## src/rtl/product_accumulator.sv

```systemverilog
// product_accumulator: sums groups of up to LEN unsigned products.
// Emits one beat per group with sum, count and sticky overflow.
module product_accumulator #(
  parameter  int PROD_W = 16,
  parameter  int ACC_W  = 18,
  parameter  int LEN    = 8,
  localparam int CNT_W  = $clog2(LEN + 1)
) (
  input  logic              clk,
  input  logic              rst_n,
  input  logic              in_valid,
  output logic              in_ready,
  input  logic [PROD_W-1:0] in_prod,
  input  logic              in_last,
  output logic              out_valid,
  input  logic              out_ready,
  output logic [ACC_W-1:0]  out_sum,
  output logic [CNT_W-1:0]  out_count,
  output logic              out_ovf
);

  typedef enum logic {
    ACCUM = 1'b0,
    HOLD  = 1'b1
  } state_t;

  state_t             r_state;
  state_t             w_state_nx;
  logic [ACC_W-1:0]   r_acc;
  logic [CNT_W-1:0]   r_cnt;
  logic               r_ovf;
  logic [ACC_W-1:0]   r_out_sum;
  logic [CNT_W-1:0]   r_out_cnt;
  logic               r_out_ovf;

  logic               w_accept;
  logic               w_close;
  logic [ACC_W:0]     w_sum;
  logic [CNT_W-1:0]   w_cnt_nx;
  logic               w_ovf_nx;

  // Accumulator is already cleared on close, so a beat taken in HOLD
  // adds into zero and starts the next group.
  assign w_sum    = {1'b0, r_acc}
                  + {{(ACC_W - PROD_W + 1){1'b0}}, in_prod};
  assign w_cnt_nx = r_cnt + CNT_W'(1);
  assign w_ovf_nx = r_ovf | w_sum[ACC_W];

  assign in_ready = (r_state == ACCUM) ? 1'b1 : out_ready;
  assign w_accept = in_valid & in_ready;
  assign w_close  = w_accept
                  & (in_last | (w_cnt_nx == CNT_W'(LEN)));

  assign out_valid = (r_state == HOLD);
  assign out_sum   = r_out_sum;
  assign out_count = r_out_cnt;
  assign out_ovf   = r_out_ovf;

  always_comb begin
    w_state_nx = r_state;
    unique case (r_state)
      ACCUM: begin
        if (w_close) w_state_nx = HOLD;
      end
      HOLD: begin
        if (out_ready && !w_close) w_state_nx = ACCUM;
      end
      default: w_state_nx = ACCUM;
    endcase
  end

  always_ff @(posedge clk or negedge rst_n) begin
    if (!rst_n) begin
      r_state <= ACCUM;
    end else begin
      r_state <= w_state_nx;
    end
  end

  always_ff @(posedge clk or negedge rst_n) begin
    if (!rst_n) begin
      r_acc <= '0;
      r_cnt <= '0;
      r_ovf <= 1'b0;
    end else if (w_close) begin
      r_acc <= '0;
      r_cnt <= '0;
      r_ovf <= 1'b0;
    end else if (w_accept) begin
      r_acc <= w_sum[ACC_W-1:0];
      r_cnt <= w_cnt_nx;
      r_ovf <= w_ovf_nx;
    end
  end

  // Result registers only move on a close, which holds them
  // stable while the downstream stalls.
  always_ff @(posedge clk or negedge rst_n) begin
    if (!rst_n) begin
      r_out_sum <= '0;
      r_out_cnt <= '0;
      r_out_ovf <= 1'b0;
    end else if (w_close) begin
      r_out_sum <= w_sum[ACC_W-1:0];
      r_out_cnt <= w_cnt_nx;
      r_out_ovf <= w_ovf_nx;
    end
  end

endmodule

```

## config.mk

```make
export PLATFORM = sky130hd
export DESIGN_NAME = product_accumulator
export DESIGN_NICKNAME = d
export VERILOG_FILES = /design/src/rtl/product_accumulator.sv
export SDC_FILE = /design/constraint.sdc
export NUM_CORES = 1
export LEC_CHECK = 0
export ABC_CLOCK_PERIOD_IN_PS = 2750
export BUFFER_PORTS_ARGS = -buffer_cell sky130_fd_sc_hd__clkbuf_2
export CORE_AREA = 3 3 107 79
export CTS_CLUSTER_DIAMETER = 100
export DETAILED_ROUTE_END_ITERATION = 16
export DIE_AREA = 0 0 110 82
export GPL_TIMING_DRIVEN = 1
export HOLD_SLACK_MARGIN = 0.05
export PLACE_DENSITY_LB_ADDON = 0.1
export SLEW_MARGIN = 15
export SYNTH_ARGS = -nofsm -noshare
export SYNTH_HDL_FRONTEND = slang
export SYNTH_SLANG_ARGS = --single-unit
```

## constraint.sdc

```tcl
create_clock -name clk -period 2.75 [get_ports clk]
set_input_delay 0.1375 -clock clk [delete_from_list [all_inputs] [get_ports clk]]
set_output_delay 0.1375 -clock clk [all_outputs]
set_load 0.01 [all_outputs]
```

# Word-level counts from Yosys, hierarchy flattened
# Cells that the tools add are included.
[word_totals]
input_bits = 21
regBits = 47
elab_cells = 28
[op_classes]
reduce_logical = 3
muxes = 10
addsub = 2
eq_ne = 1
bitwise_logic = 5
[ops]
columns = ["operator", "n"]
rows = [
  ["$mux 18", 2],
  ["$add 18x16->19", 1],
  ["$mux 4", 2],
  ["$mux 1", 5],
  ["$add 4x1->4 const B", 1],
  ["$eq 4x4->1 const B", 1],
  ["$and 1x1->1", 2],
  ["$or 1x1->1", 2],
  ["$pmux 1 s2", 1],
  ["$reduce_bool 2->1", 1],
  ["$logic_and 1x1->1", 1],
  ["$logic_not 1->1", 1],
  ["$not 1->1", 1],
]

# Longest topological paths before layout
[logic_depth]
ltp_word = 8
mapped_depth = 10

# Worst setup path before layout
# OpenSTA, ideal clock, no wires.
[synth_path]
kind = "register -> register"
from = "register r_acc[0]"
to = "register r_out_sum[14], in the netlist out_sum[14]"
setup_slack_ns = 0.609
setup_time_ns = 0.125
t_arrival_ns = 2.016
path_stages_with_launch = 11
required_time_ns = 2.625
n_path_buf = 0
cell_sequence = "dfrtp_1 ha_1 inv_1 fa_1 nor2b_2 o31ai_2 a21oi_2 o21ai_1 o31ai_1 xor2_1 mux2_2"
[synth_via]
elab_chain_len = 1
[synth_lines]
columns = ["item", "line", "text"]
rows = [
  ["start: declaration", "29", "logic [ACC_W-1:0] r_acc;"],
  ["start signal: assignment", "90", "r_acc <= w_sum[ACC_W-1:0];"],
  ["$add 18x16->19", "45", "+ {{(ACC_W - PROD_W + 1){1'b0}}, in_prod};"],
  ["end signal: assignment", "104", "r_out_sum <= w_sum[ACC_W-1:0];"],
  ["end: declaration", "32", "logic [ACC_W-1:0] r_out_sum;"],
]
# No other way between the ends.
# A chain may end at the register's enable or synchronous reset.

# Worst setup path after layout
# Ends and elaborated chain as after synthesis.

==> results.yml <==
worst_setup_path:
  worstReg2RegStart: "r_acc[0]$_DFFE_PN0P_"
  start_kind: "flop"
  cp_max_fo: 3
  critPathMaxStageDelay_ps: 420
  worstPathCellList: "ha_1 -> inv_1 -> fa_1 -> nor2b_2 -> o31ai_2 -> a21oi_2 -> o21ai_1 -> o31ai_1 -> xor2_1 -> mux2_2"
  cp.depth: 10
  crit_start: "r_acc[0]$_DFFE_PN0P_"
  worstPathArrival_ps: 2680
  cp-end-kind: "flop"
  path_delay_family: "compound AO/OA/AOI/OAI gates"
  crit_required_ps: 2940
  crit_end: "out_sum[14]$_DFFE_PN0P_"
  path_buf_inv: 1
  r2r_slack_ps: 260
  r2r_cells: 10
  slowest_stage: "fa_1"
  rr_endpoint: "out_sum[14]$_DFFE_PN0P_"
  path_class: "reg2reg"
logic_synthesis:
  ys_ff_latch: 47
  synth_top_area_cell: "dfrtp_1"
  ys_types: 42
  syn-num-nets: 301
  synth_area_leaders: "dfrtp_1 45%, ha_1 8.2%, nand2_1 6.5%, o21ai_0 5.8%, xnor2_1 4.1%"
  syn_inst: 262
  syn_area_um2: 2594
  synth.avg_cell_area_um2: 9.900
  ys_seq_area_frac: 0.4534
  synth_top_area_share: 0.4534
  yosysWarnings: 0
finish:
  drive_gt1_frac: 0.2452
  final_cells: 415
  num_antenna_cells: 0
  fillCellCount: 804
  area_growth_pct: 17.61
  final_area_um2: 3050
  nets: 352
cts:
  cts_resized: 0
  clock_sinks: 47
  cts_tree: "done"
  cts_root_buffer: "clkbuf_8"
  ctsLongestPathBuffers: 2
  clock_latency_ps: 310
  htreeDepth: 2
  postCtsSetupBuffers: 0
  cts_hold_buf: 1
  path_clk_slew_ps: 100
  numCtsBuffers: 5
drt:
  wire_per_inst_um: 14.26
  firstDrtPassIters: 4
  wirelength_um: 5918
  route.detailed.drc: 0
  vias: 2035
  ant_nets: 0
  drt-initial-drc-count: 91
  viasPerCell: 4.904
sta:
  tightest_slew_ps: 711.2
  timing.setup.tns_ps: 0
  fin_skew_ps: 14.83
  rsz0062_at_grt: "no"
  hold_viol_final: 0
  drv_slew: 0
  fmax_ghz: 0.4014
  min_period_ps: 2491
  setup_viol: 0
  slew_headroom: 0.5259
  fin_crit_sh: 0.9060
place:
  dpl-instance-area_um2: 2952
  port_buffers: 45
  place.gp.congestion: 0.7720
  dpl.cell_count: 406
  hpwlAfterDp_um: 4560
floorplanning:
  start_util: 0.3412
  die_h_um: 82
  rows: 27
  dieWidth_um: 110
  core_area_um2: 7601
  dieArea_um2: 9020
  ioPinCount: 46
worst_hold_path:
  hold-path-cell-count: 3
  hold_path.class: "in2reg"
status:
  outcome: "finished, final reports clean"
grt:
  grt_use_met3: 0.03142
  grt_max_degree: 29
  top_usage_layer: "met2"
  grt_overflow_total: 0
  grt_pass1_vias: 2034
  antenna_found_initial: 0
  grt_use_total: 0.1420
  use_met2: 0.2143
  grtUsageMet1: 0.2056
  grt_pass1_wl_um: 9942
run:
  maxCapViolCount: 0
power_and_ir_drop:
  power_density_nw_per_um2: 947.5
  total_power_uw: 2890
  ir_drop_mv: 0.3387
  power_leakage_uw: 0.001463
==> state kept, by name (all words and copies together), names as in the netlist <==
register   count
out_count      4
out_ovf        1
out_sum       18
out_valid      1
r_acc         18
r_cnt          4
r_ovf          1
==> cell usage after synthesis <==
library cell and count:
ha_1 17, xor2_1 7, a22o_1 6, a21o_1 7, nand2_2 1, fa_1 1, nand2_1 45, a31o_1 1
a21oi_2 2, o31ai_2 1, nor4b_1 1, nor2_1 8, mux2_2 9, a31oi_1 1, clkbuf_1 3, nor4_1 1
o211a_1 1, o31ai_1 5, and2_1 2, dfrtp_1 47, nand4_1 3, o21ai_0 30, nor2b_2 1, a311oi_2 1
a21boi_2 1, a31o_2 1, a211oi_1 2, o211ai_2 1, buf_2 4, o21ai_1 4, a221oi_1 1, and3_1 1
o21bai_1 2, nand3_1 2, a21oi_1 17, or3_1 1, inv_1 6, nand2b_1 2, o21ai_2 1, nor2b_1 2
nor3b_1 1, xnor2_1 12
==> cells by family after synthesis <==
group,synth area share
mux,0.03907
compound gates,0.2113
buf+inv,0.02074
fa+ha+maj,0.08972
flops,0.4534
simple gates,0.1216
xor+xnor,0.06416
==> per-stage QoR <==
step	util	hold WS (ps)	setup slack [ps]
final	0.4013	139.1	258.6
after global routing	0.4013	172.3	63.58
after CTS	0.4013	142.8	265.3
after detailed placement	0.3883	248.5	300.0
after global placement	0.3883	240.3	349.7
after floorplan	-	-158.1	609.4
==> per-layer routing <==
layer  up-vias  wire [µm]  part of all wire
met5         -          0                 0
met4         0         55            0.0093
met3         8        229             0.039
met2        38       2509              0.42
met1       960       3124              0.53
li1       1029          -                 -
==> worst min-delay path by stage <==
| stage | from | end | slack, ps |
|---|---|---|---|
| 2_1_floorplan | rst_n | out_count[0]$_DFFE_PN0P_ | -160 |
| 3_3_place_gp | rst_n | out_sum[9]$_DFFE_PN0P_ | 240 |
| 3_5_place_dp | rst_n | out_sum[9]$_DFFE_PN0P_ | 250 |
| 4_1_cts | out_ready | out_valid$_DFF_PN0_ | 140 |
| 5_1_grt | out_ready | out_valid$_DFF_PN0_ | 170 |
| 6_report | out_ready | out_valid$_DFF_PN0_ | 140 |
==> final cells by class <==
| class | count | area [µm²] | area share |
|---|---|---|---|
| Multi-Input combinational cell | 202 | 1364 | 0.4471 |
| Clock inverter | 3 | 20.02 | 0.006563 |
| Clock buffer | 5 | 68.82 | 0.02256 |
| Inverter | 6 | 22.52 | 0.007383 |
| Sequential cell | 47 | 1176 | 0.3856 |
| Tap cell | 101 | 126.4 | 0.04143 |
| Timing Repair Buffer | 51 | 272.8 | 0.08942 |
==> tightest hold or removal path, delay by kind of cell <==
kind	cells	cell delay [ps]
buffers and inverters	1	70
AND/OR/NAND/NOR	2	210
==> placed cells by master (no fill, tap or decap), types with 2 or more instances in the layout <==
master	netlist	layout
inv_1	6	6
mux2_2	9	9
a22o_1	6	6
nor2b_1	2	2
buf_4	0	5
and2_1	2	2
xnor2_1	12	12
nand3_1	2	2
clkinvlp_4	0	2
o21ai_0	30	30
a21o_1	7	7
xor2_1	7	7
o21ai_1	4	4
nor2_1	8	8
clkbuf_8	0	5
o31ai_1	5	5
clkbuf_2	0	45
nand2b_1	2	2
ha_1	17	17
a211oi_1	2	2
nand4_1	3	3
dfrtp_1	47	47
o21bai_1	2	2
a21oi_2	2	2
a21oi_1	17	17
nand2_1	45	45
==> report_power, final <==
| part | internal, µW | switching (µW) | leakage, µW | total, µW |
|---|---|---|---|---|
| Combinational | 605 | 776 | 0.000821 | 1380 |
| Sequential | 937 | 138 | 0.000602 | 1070 |
| Clock | 178 | 257 | 0.0000402 | 434 |
No activity file was read; power rests on OpenSTA's default activity.
